**src/rtl/idu_decode_stage_pkg.sv**
```systemverilog
// Shared RV32I decode definitions: opcodes, unit classes and immediate formats.
package idu_decode_stage_pkg;

    localparam logic [6:0] OPC_LOAD     = 7'b0000011;
    localparam logic [6:0] OPC_MISC_MEM = 7'b0001111;
    localparam logic [6:0] OPC_OP_IMM   = 7'b0010011;
    localparam logic [6:0] OPC_AUIPC    = 7'b0010111;
    localparam logic [6:0] OPC_STORE    = 7'b0100011;
    localparam logic [6:0] OPC_OP       = 7'b0110011;
    localparam logic [6:0] OPC_LUI      = 7'b0110111;
    localparam logic [6:0] OPC_BRANCH   = 7'b1100011;
    localparam logic [6:0] OPC_JALR     = 7'b1100111;
    localparam logic [6:0] OPC_JAL      = 7'b1101111;
    localparam logic [6:0] OPC_SYSTEM   = 7'b1110011;

    typedef enum logic [2:0] {
        UNIT_ALU_R  = 3'd0,
        UNIT_ALU_I  = 3'd1,
        UNIT_LOAD   = 3'd2,
        UNIT_STORE  = 3'd3,
        UNIT_BRANCH = 3'd4,
        UNIT_JUMP   = 3'd5,
        UNIT_UPPER  = 3'd6,
        UNIT_SYSTEM = 3'd7
    } unit_e;

    typedef enum logic [2:0] {
        FMT_NONE = 3'd0,
        FMT_I    = 3'd1,
        FMT_S    = 3'd2,
        FMT_B    = 3'd3,
        FMT_U    = 3'd4,
        FMT_J    = 3'd5
    } imm_fmt_e;

    // FENCE and SYSTEM carry an I-format field; R-type and unknown opcodes have none.
    function automatic imm_fmt_e imm_format(input logic [6:0] opcode);
        imm_fmt_e fmt;
        case (opcode)
            OPC_LOAD, OPC_OP_IMM, OPC_JALR,
            OPC_MISC_MEM, OPC_SYSTEM:  fmt = FMT_I;
            OPC_STORE:                 fmt = FMT_S;
            OPC_BRANCH:                fmt = FMT_B;
            OPC_LUI, OPC_AUIPC:        fmt = FMT_U;
            OPC_JAL:                   fmt = FMT_J;
            default:                   fmt = FMT_NONE;
        endcase
        return fmt;
    endfunction

endpackage

```
**src/rtl/idu_imm_gen.sv**
```systemverilog
// Combinational RV32I immediate generator; illegal instructions yield zero.
module idu_imm_gen
    import idu_decode_stage_pkg::*;
(
    input  logic [31:0] ins,
    input  logic        legal,
    output logic [31:0] imm
);

    imm_fmt_e fmt;

    always_comb begin
        fmt = legal ? imm_format(ins[6:0]) : FMT_NONE;
        case (fmt)
            FMT_I:   imm = {{21{ins[31]}}, ins[30:20]};
            FMT_S:   imm = {{21{ins[31]}}, ins[30:25], ins[11:7]};
            FMT_B:   imm = {{20{ins[31]}}, ins[7], ins[30:25], ins[11:8], 1'b0};
            FMT_U:   imm = {ins[31:12], 12'h000};
            FMT_J:   imm = {{12{ins[31]}}, ins[19:12], ins[20], ins[30:21], 1'b0};
            default: imm = 32'h0000_0000;
        endcase
    end

endmodule

```
**src/rtl/idu_decode_stage.sv**
```systemverilog
// RV32I decode stage: 2-entry skid buffer feeding a registered decoded-output stage.
module idu_decode_stage
    import idu_decode_stage_pkg::*;
#(
    parameter int DATA_WIDTH = 32,
    parameter int ADDR_WIDTH = 32
) (
    input  logic                  idu_clock_in,
    input  logic                  idu_reset_in,
    input  logic [ADDR_WIDTH-1:0] pc_in,
    input  logic [DATA_WIDTH-1:0] ins_in,
    input  logic                  ins_valid_in,
    output logic                  ins_ready_out,
    input  logic                  flush_in,
    output logic                  dec_valid_out,
    input  logic                  dec_ready_in,
    output logic [ADDR_WIDTH-1:0] dec_pc_out,
    output logic [4:0]            dec_rs1_out,
    output logic [4:0]            dec_rs2_out,
    output logic [4:0]            dec_rd_out,
    output logic [DATA_WIDTH-1:0] dec_imm_out,
    output logic [2:0]            dec_unit_out,
    output logic [3:0]            dec_funct_out,
    output logic                  dec_rd_we_out,
    output logic                  dec_illegal_out
);

    logic [1:0]            count;
    logic [ADDR_WIDTH-1:0] buf_pc  [2];
    logic [DATA_WIDTH-1:0] buf_ins [2];

    logic                  in_fire;
    logic                  out_load;
    logic                  pop;
    logic                  push;
    logic                  wr_idx;
    logic [ADDR_WIDTH-1:0] src_pc;
    logic [DATA_WIDTH-1:0] src_ins;

    logic [6:0]            opcode;
    logic [2:0]            funct3;
    logic [6:0]            funct7;
    logic                  legal;
    logic                  use_bit30;
    logic                  rd_we;
    unit_e                 unit;
    logic [DATA_WIDTH-1:0] imm;

    // Ready depends only on the buffer fill and reset, never on dec_ready_in.
    assign ins_ready_out = (count != 2'd2) && !idu_reset_in;

    always_comb begin
        in_fire  = ins_valid_in && ins_ready_out;
        out_load = !dec_valid_out || dec_ready_in;
        pop      = out_load && (count != 2'd0);
        push     = in_fire && !flush_in && !(out_load && (count == 2'd0));
        wr_idx   = (count == 2'd1) && !pop;
        src_pc   = (count != 2'd0) ? buf_pc[0]  : pc_in;
        src_ins  = (count != 2'd0) ? buf_ins[0] : ins_in;
    end

    assign opcode = src_ins[6:0];
    assign funct3 = src_ins[14:12];
    assign funct7 = src_ins[31:25];

    // Opcodes all end in 2'b11, so a bad low pair falls into the default arm.
    always_comb begin
        legal     = 1'b1;
        unit      = UNIT_ALU_R;
        use_bit30 = 1'b0;
        case (opcode)
            OPC_LOAD: begin
                unit  = UNIT_LOAD;
                legal = !(funct3 == 3'd3 || funct3 == 3'd6 || funct3 == 3'd7);
            end
            OPC_STORE: begin
                unit  = UNIT_STORE;
                legal = (funct3 <= 3'd2);
            end
            OPC_BRANCH: begin
                unit  = UNIT_BRANCH;
                legal = (funct3[2:1] != 2'b01);
            end
            OPC_OP: begin
                unit      = UNIT_ALU_R;
                use_bit30 = 1'b1;
                legal     = (funct7 == 7'h00) ||
                            ((funct7 == 7'h20) && (funct3 == 3'd0 || funct3 == 3'd5));
            end
            OPC_OP_IMM: begin
                unit = UNIT_ALU_I;
                if (funct3 == 3'd1) begin
                    use_bit30 = 1'b1;
                    legal     = (funct7 == 7'h00);
                end else if (funct3 == 3'd5) begin
                    use_bit30 = 1'b1;
                    legal     = (funct7 == 7'h00) || (funct7 == 7'h20);
                end
            end
            OPC_JALR: begin
                unit  = UNIT_JUMP;
                legal = (funct3 == 3'd0);
            end
            OPC_JAL:                  unit  = UNIT_JUMP;
            OPC_LUI, OPC_AUIPC:       unit  = UNIT_UPPER;
            OPC_MISC_MEM, OPC_SYSTEM: unit  = UNIT_SYSTEM;
            default:                  legal = 1'b0;
        endcase
        rd_we = legal && (src_ins[11:7] != 5'd0) &&
                (unit != UNIT_STORE) && (unit != UNIT_BRANCH) && (unit != UNIT_SYSTEM);
    end

    idu_imm_gen u_imm_gen (
        .ins   (src_ins),
        .legal (legal),
        .imm   (imm)
    );

    always_ff @(posedge idu_clock_in) begin
        if (idu_reset_in) begin
            count           <= 2'd0;
            dec_valid_out   <= 1'b0;
            dec_pc_out      <= '0;
            dec_rs1_out     <= '0;
            dec_rs2_out     <= '0;
            dec_rd_out      <= '0;
            dec_imm_out     <= '0;
            dec_unit_out    <= '0;
            dec_funct_out   <= '0;
            dec_rd_we_out   <= 1'b0;
            dec_illegal_out <= 1'b0;
        end else if (flush_in) begin
            count         <= 2'd0;
            dec_valid_out <= 1'b0;
        end else begin
            count <= count + {1'b0, push} - {1'b0, pop};
            if (out_load) begin
                dec_valid_out <= pop || in_fire;
                if (pop || in_fire) begin
                    dec_pc_out      <= src_pc;
                    dec_rs1_out     <= src_ins[19:15];
                    dec_rs2_out     <= src_ins[24:20];
                    dec_rd_out      <= src_ins[11:7];
                    dec_imm_out     <= imm;
                    dec_unit_out    <= unit;
                    dec_funct_out   <= {use_bit30 & src_ins[30], funct3};
                    dec_rd_we_out   <= rd_we;
                    dec_illegal_out <= !legal;
                end
            end
        end
    end

    // Storage only; validity of each slot is tracked by count.
    always_ff @(posedge idu_clock_in) begin
        if (pop) begin
            buf_pc[0]  <= buf_pc[1];
            buf_ins[0] <= buf_ins[1];
        end
        if (push) begin
            buf_pc[wr_idx]  <= pc_in;
            buf_ins[wr_idx] <= ins_in;
        end
    end

endmodule
```
**config.mk**
```make
export PLATFORM = sky130hd
export DESIGN_NAME = idu_decode_stage
export DESIGN_NICKNAME = d
export VERILOG_FILES = /design/src/rtl/idu_decode_stage_pkg.sv /design/src/rtl/idu_imm_gen.sv /design/src/rtl/idu_decode_stage.sv
export SDC_FILE = /design/constraint.sdc
export NUM_CORES = 1
export LEC_CHECK = 0
export ABC_AREA = 1
export CELL_PAD_IN_SITES_DETAIL_PLACEMENT = 1
export CELL_PAD_IN_SITES_GLOBAL_PLACEMENT = 1
export CORE_MARGIN = 3
export CORE_UTILIZATION = 44
export DETAILED_ROUTE_END_ITERATION = 10
export PLACE_DENSITY_LB_ADDON = 0.1
export SYNTH_ARGS = -nofsm -noshare
export SYNTH_HDL_FRONTEND = slang
export SYNTH_SLANG_ARGS = --single-unit
```
**constraint.sdc**
```tcl
create_clock -name idu_clock_in -period 10.69 [get_ports idu_clock_in]
set_input_delay 1.6035 -clock idu_clock_in [delete_from_list [all_inputs] [get_ports idu_clock_in]]
set_output_delay 1.6035 -clock idu_clock_in [all_outputs]
set_load 0.05 [all_outputs]
```
==> After elaboration in Yosys (flattened, before gate mapping) <==
Memory sizes are Yosys's and may differ from the RTL's.
Index checks and enable logic that the tools add are counted.
{ "op_classes": {"addsub": 2, "order_cmp": 1, "eq_ne": 28, "n_mux": 16, "bitwise_logic": 2, "reduce_logical": 38} }
{ "op_table": {"columns": ["op", "n"], "rows": [
  ["32-bit one-hot mux with 5 select lines", 1],
  ["32-bit 2-to-1 mux", 2],
  ["7-bit by 6-bit equality test with 1-bit output, second input constant", 4],
  ["7-bit equality test, second input constant", 4],
  ["3-bit one-hot mux with 7 select lines", 1],
  ["3-bit equality test, second input constant", 5],
  ["3-bit one-hot mux with 5 select lines", 1],
  ["7-bit by 5-bit equality test with 1-bit output, second input constant", 2],
  ["1-bit logical AND", 12],
  ["5-bit OR reduction", 2],
  ["3-bit by 2-bit equality test with 1-bit output, second input constant", 3],
  ["1-bit 2-to-1 mux", 8],
  ["2-bit OR reduction", 4],
  ["7-bit by 2-bit equality test with 1-bit output, second input constant", 1],
  ["7-bit by 4-bit equality test with 1-bit output, second input constant", 1],
  ["1-bit logical NOT", 7],
  ["7-bit logical NOT", 1],
  ["1-bit logical OR", 7],
  ["1-bit one-hot mux with 7 select lines", 1],
  ["3-bit by 1-bit equality test with 1-bit output, second input constant", 2],
  ["3-bit inequality test, second input constant", 2],
  ["5-bit nonzero test", 1],
  ["3-bit by 2-bit less-or-equal comparator with 1-bit output, second input constant", 1],
  ["3-bit logical NOT", 1],
  ["13 further kinds", 13]
]} }
{ "word_totals": {"regBits": 91, "ramBits": 128, "input_bits": 69, "out_inout_bits": 90, "wordCells": 100, "n_memories": 2} }
{ "memory_table": {"columns": ["memory", "words", "width", "rd", "rd_clocked_by_memory_dff", "wr", "line_no", "source"], "rows": [
  ["buf_ins", 2, 32, 2, 0, 2, "idu_decode_stage.sv:30", "logic [DATA_WIDTH-1:0] buf_ins [2];"],
  ["buf_pc", 2, 32, 2, 0, 2, "idu_decode_stage.sv:29", "logic [ADDR_WIDTH-1:0] buf_pc [2];"]
]} }

==> Depth between registers and ports, before layout <==
{ "depth": {"ltp_word": 11, "depth_mapped": 18, "ltp_nobuf": 17} }

==> By module <==
Synthesis repeated with hierarchy kept, for this count alone.
{ "hier_totals": {"hier_cells": 1035, "area_unflattened_um2": 9721.8} }
{ "modules_own_cells": {"columns": ["module", "n_inst", "cells_per_inst", "area_each_um2", "seq_area_each_um2"], "rows": [
  ["idu_decode_stage", 1, 901, 9100.0, 5665.4],
  ["idu_imm_gen", 1, 134, 621.8, 0.0]
]} }

==> Worst setup path before layout <==
OpenSTA, ideal clock, no wires.
{ "synth_path": {"path_kind": "input port to flip-flop", "start": "input idu_reset_in", "end": "memory buf_ins[1][0], enable pin", "t_arrival_ps": 5580, "required_ps": 10204, "setup_slack_ps": 4624, "path_stages": 5, "path_cell_list": "a21oi_1 nand2_1 nor3_1 inv_1 nor2_1"} }
{ "synth_lines": {"columns": ["element", "line_no", "source"], "rows": [
  ["start: declaration", "idu_decode_stage.sv:9", "input logic idu_reset_in,"],
  ["end: declaration", "idu_decode_stage.sv:30", null]
]} }

==> Worst setup path in the final report <==
{ "layout_path": {"start": "input idu_reset_in", "end": "output ins_ready_out"} }
{ "layout_between": {"elab_chain_len": 2} }
{ "layout_rtl": {"columns": ["element", "line_no", "source"], "rows": [
  ["1-bit logical NOT", "idu_decode_stage.sv:50", "assign ins_ready_out = (count != 2'd2) && !idu_reset_in;"],
  ["1-bit logical AND", "idu_decode_stage.sv:50", null],
  ["end: declaration", "idu_decode_stage.sv:13", "output logic ins_ready_out,"]
]} }
Every way passes these cells.

==> impl_metrics.tcl <==
set metrics [dict create \
    synth.top_cell.area_share_pct 41.0 \
    routed_wl_mm 25.3 \
    routed_via_density 5.23 \
    cts_setup_buffers 0 \
    clock-sinks 219 \
    avgSynthCellArea_um2 9.68 \
    drive_above_1_share_pct 10.9 \
    worstPathRequired_ns 9.09 \
    async_flop_share_pct 0 \
    ant_nets 0 \
    yosysMostFrequentCell "nand2_1" \
    grt_use_met1_pct 27.6 \
    met3_usage_pct 3.70 \
    critPathKind "input pin to output pin" \
    max_slew.worst_pin.slew_ns 1.22 \
    initial_core_util_pct 45.6 \
    grt_pass1_wl_mm 40.7 \
    crit_path_max_incr_delay_ns 0.84 \
    vdd_ir_drop_max_mv 0.127 \
    vias 7278 \
    cts_tree "built" \
    p_per_area_nw_per_um2 161 \
    drcViolationCount 0 \
    cts_buffers 24 \
    met2_usage_pct 36.9 \
    hold_violations 0 \
    status "finished, final reports clean" \
    path_cells "buf_2 -> buf_4 -> a21oi_1 -> clkdlybuf4s50_1" \
    clock_skew_ns 0.0141 \
    synth_area_um2 9370 \
    cp_num_buf_inv 3 \
    crit_fanout 57 \
    cts_hold_buf 0 \
    finalSetupViolCount 0 \
    cp_data_arrival_time_ns 3.06 \
    crit_family "buffers and inverters" \
    grt-ovfl-total 0 \
    dp.final_hpwl_mm 16.7 \
    crit_slowest_cell "clkdlybuf4s50_1" \
    first_global_vias 7613 \
    clk_latency_ns 0.53 \
    fin_setup_tns_ns 0 \
    hold_class "flop to flop" \
    synth_common_cells "nand2_1 (284), edfxtp_1 (128), dfxtp_1 (91), o21ai_0 (82), inv_1 (63)" \
    area_delta_synth_final_pct 26.9 \
    die-height_um 152 \
    finalCritPeriodShare_pct 43.7 \
    place_congestion 0.825 \
    drt_iter0_drc 368 \
    synthSimpleGateAreaFrac_pct 18.5 \
    regToRegStartpoint "count[0]" \
    grt_antenna_before_repair 0 \
    synth_compound_area_share_pct 11.1 \
    drt_pass1_iterations 4 \
    cellLeakagePower_nw 4.62 \
    critPathLaunchType "input pin" \
    cts-htree-levels 1 \
    synthTopCellsByArea "edfxtp_1 (41%), dfxtp_1 (19%), nand2_1 (11%), o21ai_0 (4.4%), mux2_2 (4.1%)" \
    clk_pin_slew_worst_paths_ns 0.06 \
    cap_violations 0 \
    cts_max_path_buffers 3 \
    synthAdderAreaFrac_pct 0.267 \
    synth_cells 968 \
    rows 52 \
    synth.distinct_cells 40 \
    synth_fp_nets 1039 \
    wire_per_inst_um 18.2 \
    track_usage_pct 21.3 \
    yosysTopAreaCell "edfxtp_1" \
    synth-edff-count 128 \
    root_buffer "clkbuf_16" \
    ys_warn_count 0 \
    relSlewSlack_pct 18.6 \
    endpoint_kind "output pin" \
    synth_seq_cells 219 \
    io_buffers 158 \
    min_from "dec_imm_out[30]" \
    hold_ws_ns 0.462 \
    slew_viol_final 0 \
    synthXorXnorAreaFrac_pct 0.0935 \
    synth_top_family_by_area "simple AND/OR/NAND/NOR gates" \
    cts_resized 0 \
    io_pins 159 \
    startpoint "idu_reset_in" \
    grt_setup_unrepaired "false" \
    die_w_um 152 \
    grt_max_degree 124 \
    synth_mux_area_share_pct 4.09 \
    nets 1174 \
    fp.dieArea_um2 23100 \
    ys.flop_type "edfxtp_1" \
    period_needed_ns 4.67 \
    grt_busiest_layer "met2" \
    max_freq_mhz 214 \
    antenna_cells 0 \
    ys_seq_area_share_pct 60.5 \
    coreArea_um2 20600 \
]
## cells by family (layout without fill, tap and decap cells)
logic type      Yosys count  count (layout)
buf+inv                 123             276
compound gates          189             189
fa+ha+maj                 2               2
mux                      34              34
xor+xnor                  1               1
simple gates            400             400
flops                   219             219
## worst paths after layout
path / cells after the start / endpoint / slack [ns]
max: 4 / ins_ready_out / 6.02
min: 2 / dec_imm_out[30] / 0.46
max reg2reg: 6 / buf_ins[0][16] / 6.91
min reg2reg: 2 / dec_imm_out[30] / 0.46
## placed cells by master, fill, tap and decap left out, types with 2 or more instances in the layout
master and instances:
inv_1 63, dfxtp_1 91, nand2_1 282, a31oi_1 32, edfxtp_1 128, o21ai_1 6, nand4_1 2, buf_4 4
clkdlybuf4s50_1 157, inv_2 6, nand3_1 21, ha_1 2, nand3_2 2, mux2_2 34, o21ai_2 2, nand2_4 4
a21oi_1 47, nor2_8 2, nand2_2 14, nor2_4 6, clkbuf_1 11, nor2_2 2, nor3_2 3, a211oi_1 16
clkbuf_16 24, or2_2 5, nor2_1 52, clkbuf_8 6, o21ai_0 82
## layout make-up
type                    count  area [µm²]
well taps                 270         338
multi-input cells         626        3230
clock buffers              41         724
fillers                  2298        8670
inverters                  70         263
clock inverters             3        71.3
flip-flops and latches    219        5670
repair buffers            162        1610
## power breakdown
part / internal, mW / switching [mW] / leakage [nW]
logic: 0.0615 / 0.115 / 2.34
clock network: 0.488 / 0.337 / 0.383
registers: 0.902 / 0.00868 / 1.89
## worst min-delay path, delay by kind of cell, from the launching register on
| kind | cells | cell delay (ns) |
|---|---|---|
| simple gates | 1 | 0.06 |
| compound gates | 1 | 0.05 |
| flops | 1 | 0.30 |
## metrics by stage
| stage | setup WS, ns | total power [mW] | util [%] | instances | instance area [µm²] |
|---|---|---|---|---|---|
| after floorplan | 4.62 | 1.03 | - | 968 | 9370 |
| final | 6.02 | 1.91 | 57.9 | 1391 | 11900 |
| after detailed placement | 5.71 | 1.11 | 54.0 | 1347 | 11100 |
| after global routing | 5.91 | 1.98 | 57.9 | 1391 | 11900 |
| after global placement | 5.90 | 1.10 | 54.0 | 1347 | 11100 |
| after CTS | 5.96 | 1.93 | 57.9 | 1391 | 11900 |
## routing by layer
| layer | up-vias | share of wire (%) |
|---|---|---|
| li1 | 3535 | - |
| met1 | 3532 | 44 |
| met2 | 167 | 49 |
| met3 | 44 | 4.3 |
| met4 | 0 | 2.5 |
| met5 | - | 0 |
## sequential cells by signal, summed over array words and instances, names as in the netlist
name	flops
dec_imm_out	32
dec_rs1_out	5
dec_unit_out	3
dec_rd_out	5
dec_illegal_out	1
buf_ins	64
dec_valid_out	1
dec_pc_out	32
dec_rd_we_out	1
count	2
dec_rs2_out	5
buf_pc	64
dec_funct_out	4
No activity file was read; power rests on OpenSTA's default activity.
